**src/rtl/tdm_pkg.sv**
```systemverilog
// Shared types and constants for the four-channel TDM receive path.
package tdm_pkg;

    localparam int unsigned NUM_CH = 4;

    typedef enum logic {
        HUNT,
        RUN
    } tdm_state_t;

    typedef logic [1:0] ch_idx_t;

endpackage

```
**src/rtl/one_to_four_demux.sv**
```systemverilog
// Decodes a 2-bit channel select plus enable into a one-hot write-enable;
// the structural inverse of the transmit-side 4:1 mux.
module one_to_four_demux
    import tdm_pkg::*;
(
    input  ch_idx_t    sel,
    input  logic       en,
    output logic [3:0] we
);

    always_comb begin
        we = '0;
        if (en) begin
            we[sel] = 1'b1;
        end
    end

endmodule

```
**src/rtl/tdm_demux_4ch.sv**
```systemverilog
// Frame-aligned TDM receiver: hunts for frame_sync, routes samples into a
// four-channel shadow and publishes each complete frame with a valid pulse.
module tdm_demux_4ch
    import tdm_pkg::*;
#(
    parameter int unsigned WIDTH = 1
) (
    input  logic                  clk,
    input  logic                  reset,
    input  logic                  in_valid,
    input  logic [WIDTH-1:0]      in_data,
    input  logic                  frame_sync,
    output logic [4*WIDTH-1:0]    out_frame,
    output logic                  out_valid,
    output ch_idx_t               ch_sel,
    output logic                  locked,
    output logic                  sync_err
);

    tdm_state_t       state_q;
    tdm_state_t       state_d;
    ch_idx_t          wr_sel;
    ch_idx_t          ch_sel_d;
    logic             wr_en;
    logic             clear_partial;
    logic             frame_done;
    logic             resync;
    logic [3:0]       we;
    logic [WIDTH-1:0] shadow [NUM_CH];

    one_to_four_demux u_demux (
        .sel (wr_sel),
        .en  (wr_en),
        .we  (we)
    );

    always_comb begin
        state_d       = state_q;
        wr_sel        = ch_sel;
        wr_en         = 1'b0;
        clear_partial = 1'b0;
        frame_done    = 1'b0;
        resync        = 1'b0;
        if (in_valid) begin
            case (state_q)
                HUNT: begin
                    if (frame_sync) begin
                        state_d = RUN;
                        wr_en   = 1'b1;
                        wr_sel  = '0;
                    end
                end
                RUN: begin
                    wr_en = 1'b1;
                    // A marker anywhere but slot 0 restarts the frame at ch0.
                    if (frame_sync && (ch_sel != '0)) begin
                        resync        = 1'b1;
                        clear_partial = 1'b1;
                        wr_sel        = '0;
                    end else if (ch_sel == 2'd3) begin
                        frame_done = 1'b1;
                    end
                end
                default: state_d = HUNT;
            endcase
        end
        ch_sel_d = wr_en ? ch_idx_t'(wr_sel + 2'd1) : ch_sel;
    end

    always_ff @(posedge clk) begin
        if (reset) begin
            state_q   <= HUNT;
            ch_sel    <= '0;
            locked    <= 1'b0;
            out_valid <= 1'b0;
            sync_err  <= 1'b0;
            out_frame <= '0;
            for (int unsigned i = 0; i < NUM_CH; i++) begin
                shadow[i] <= '0;
            end
        end else begin
            state_q   <= state_d;
            ch_sel    <= ch_sel_d;
            locked    <= (state_d == RUN);
            out_valid <= frame_done;
            sync_err  <= resync;
            // ch3 arrives on the closing edge, so it bypasses the shadow here.
            if (frame_done) begin
                out_frame <= {in_data, shadow[2], shadow[1], shadow[0]};
            end
            for (int unsigned i = 0; i < NUM_CH; i++) begin
                if (we[i]) begin
                    shadow[i] <= in_data;
                end else if (clear_partial && (i != 0)) begin
                    shadow[i] <= '0;
                end
            end
        end
    end

endmodule

```
**config.mk**
```make
export PLATFORM = sky130hd
export DESIGN_NAME = tdm_demux_4ch
export DESIGN_NICKNAME = d
export VERILOG_FILES = /design/src/rtl/tdm_pkg.sv /design/src/rtl/one_to_four_demux.sv /design/src/rtl/tdm_demux_4ch.sv
export SDC_FILE = /design/constraint.sdc
export NUM_CORES = 1
export LEC_CHECK = 0
export CAP_MARGIN = 20
export CORE_AREA = 2 2 39 41
export CTS_CLUSTER_DIAMETER = 100
export CTS_CLUSTER_SIZE = 28
export DETAILED_ROUTE_END_ITERATION = 8
export DIE_AREA = 0 0 41 43
export PLACE_DENSITY = 0.72
export SLEW_MARGIN = 20
export SYNTH_ARGS = -nofsm -noshare
export SYNTH_HDL_FRONTEND = slang
export SYNTH_SLANG_ARGS = --single-unit
```
**constraint.sdc**
```tcl
create_clock -name clk -period 3.2 [get_ports clk]
set_input_delay 0.96 -clock clk [delete_from_list [all_inputs] [get_ports clk]]
set_output_delay 0.96 -clock clk [all_outputs]
set_load 0.01 [all_outputs]
```
==> flow_summary_export.csv <==
group,metric,value,unit
finish,finalNetCount,80,
worst_setup_path,r2r_cells,5,
timing,finalSetupViolCount,0,
detailed_routing,route.detailed.drc,0,
grt,grt_pass1_wl,1460,µm
detailed_routing,drt-initial-drc-count,5,
timing,slew_headroom,64.7,%
logic_synthesis,synth_most_common_cell,"dfxtp_1",
placement,portBuffers,13,
detailed_routing,detail-route-antenna-nets,0,
worst_hold_path,worstHoldStart,"out_frame[1]",
power,power.density,426,nW/µm²
clock_network,cts-resized-gates,0,
worst_setup_path,startpoint_type,"flop",
detailed_routing,wl_per_cell,11.2,µm
timing,hold_violations,0,
clock_network,cts_hold_buf,0,
placement,gp_congestion,0.747,
worst_setup_path,crit_buf_inv,1,
grt,gr-total-overflow,0,
grt,antenna_found_initial,0,
logic_synthesis,yosysTopAreaCellShare,30.6,%
floorplanning,dieArea,1760,µm²
worst_setup_path,reg2reg_from,"ch_sel[1]",
job,max_cap_violations,0,
timing,post-route-period-util,72.6,%
logic_synthesis,ys_ff_latch,12,
logic_synthesis,syn-cell-area,588,µm²
power,vdd_ir_drop_max,0.216,mV
logic_synthesis,synth_cells,57,
floorplanning,rows,14,
clock_network,htreeDepth,1,
power,power,0.321,mW
logic_synthesis,avgSynthCellArea,10.3,µm²
timing,fin_crit,2.32,ns
worst_setup_path,crit_required,2.24,ns
worst_setup_path,worst_path_max_delay_cell,"clkdlybuf4s50_1",
worst_setup_path,cp_cell_sequence,"clkdlybuf4s50_1",
logic_synthesis,async_reset_ff_share,0,%
timing,rsz0062_at_grt,"no",
finish,antenna_cells,0,
worst_hold_path,timing.hold.worst_endpoint,"out_frame[1]",
logic_synthesis,ys_top_cells_by_count,"dfxtp_1, nand2_1",
logic_synthesis,yosysSeqAreaShare,46.0,%
clock_network,cts_made_buffers,3,
worst_setup_path,r2r-end,"shadow[0][2]",
floorplanning,dieHeight,43,µm
worst_setup_path,end_kind,"output port",
worst_hold_path,hold_depth,2,
worst_setup_path,worstSetupPathType,"flop to output port",
finish,fillerInstances,138,
logic_synthesis,synth-edff-count,3,
finish,drive_gt1_share,15.5,%
clock_network,clock_latency,0.27,ns
logic_synthesis,yosysTopAreaCell,"dfxtp_1",
detailed_routing,vias,428,
clock_network,cts_tree,"yes",
timing,finClkSkew,0.00173,ns
timing,tns,0,ns
timing,final_max_slew_viol_count,0,
worst_setup_path,arrival,1.36,ns
clock_network,cts_root_buf,"clkbuf_4",
worst_setup_path,cp_max_fo,9,
floorplanning,core,1380,µm²
detailed_routing,dr.pass1.iters,4,
timing,max_freq,0.430,GHz
clock_network,clock_sinks,12,
floorplanning,floorplan.initialDensity,42.5,%
worst_setup_path,critical-path-top-delay-family,"buffers and inverters",
clock_network,cts.reportedPaths.clkPinSlew,0.07,ns
detailed_routing,finalWirelength,974,µm
grt,grt_use_total,12.7,%
grt,grt_pass1_vias,340,
grt,grt_max_degree,17,
logic_synthesis,syn-num-nets,65,
floorplanning,num_io_pins,14,
finish,syn_to_final_growth,28.3,%
timing,worst_pin_slew,0.528,ns
logic_synthesis,ys_top_cells_by_area,"dfxtp_1, edfxtp_1, ha_1, nand4b_1, o21ai_2",
finish,multi_input_area,290,µm²
finish,regArea,270,µm²
clock_network,ctsLongestPathBuffers,2,
logic_synthesis,synth_ff_type,"dfxtp_1",
logic_synthesis,synth_cell_type_count,24,
clock_network,postCtsSetupBuffers,0,
floorplanning,die_w,41,µm
logic_synthesis,synth_warnings,0,
worst_hold_path,worstHoldPathType,"flop to flop",
run_status,status,"finished, final reports clean",
detailed_routing,viasPerCell,4.92,
worst_setup_path,r2r_setup_slack,1.93,ns
power,p_leak,0.299,nW
worst_setup_path,slowest_delay,0.60,ns
cell type report:
class | instances | area share [%]
Multi-Input combinational cell | 40 | 38.5
Timing Repair Buffer | 13 | 17.2
Sequential cell | 12 | 35.8
Inverter | 2 | 0.995
Tap cell | 16 | 2.65
Clock buffer | 4 | 4.81
report_power, final:
group	switching, mW	internal (mW)
logic	0.0167	0.0188
registers	0.00532	0.161
clock network	0.0507	0.0691
cells by family (layout without fill, tap and decap cells):
logic type	Yosys count	in the layout	share of synthesized area, %
and+or+nand+nor	27	27	30.0
DFF	12	12	46.0
AOI/OAI and AO/OA	10	10	13.0
buffers and inverters	5	19	4.68
adders and majority gates	3	3	6.38
placed cells by master (no fill, tap or decap), drive strengths merged, types with 2 or more instances in the layout:
master	synthesis	routed
nor2	3	3
and4b	2	2
nand4b	4	4
clkbuf	1	4
o21a	2	2
nand2	6	6
ha	3	3
edfxtp	3	3
dfxtp	9	9
and2	5	5
clkdlybuf4s50	0	13
inv	2	2
o21ai	4	4
nand2b	4	4
tightest hold or removal path: cells and delay by family (launching register included):
kind             cells  cell delay, ns
AO/OA/AOI/OAI        1            0.05
flip-flops           1            0.31
AND/OR/NAND/NOR      1            0.08
per-stage QoR:
stage / util (%) / worst slack (ns) / cells / instance area [µm²] / hold slack [ns]
6_report: 54.5 / 0.877 / 87 / 754 / 0.479
5_1_grt: 54.5 / 0.792 / 87 / 754 / 0.490
4_1_cts: 54.5 / 0.842 / 87 / 754 / 0.483
3_5_place_dp: 51.9 / 0.774 / 83 / 718 / 0.469
3_3_place_gp: 51.9 / 0.786 / 83 / 718 / 0.464
2_1_floorplan: - / 1.41 / 57 / 588 / 0.491
sequential cells by signal, indices dropped and copies added, names as in the netlist:
signal     flops
ch_sel         2
out_frame      4
out_valid      1
shadow         3
state_q        1
sync_err       1
per-layer routing:
metal,track usage [%],share of wire (%)
met3,3.14,3.4
met5,0,0
met2,17.8,47
met4,12.0,3.0
met1,14.8,47
how the worst max path moves through the flow:
| stage | start | endpoint | slack [ns] | cells after the start |
|---|---|---|---|---|
| 2_1_floorplan | frame_sync | shadow[0][0] | 1.41 | 5 |
| 3_3_place_gp | in_valid | shadow[0][2] | 0.79 | 7 |
| 3_5_place_dp | in_valid | shadow[0][0] | 0.77 | 6 |
| 4_1_cts | ch_sel[1] | ch_sel[1] | 0.84 | 1 |
| 5_1_grt | ch_sel[1] | ch_sel[1] | 0.79 | 1 |
| 6_report | ch_sel[1] | ch_sel[1] | 0.88 | 1 |
No activity file was read; power rests on OpenSTA's default activity.
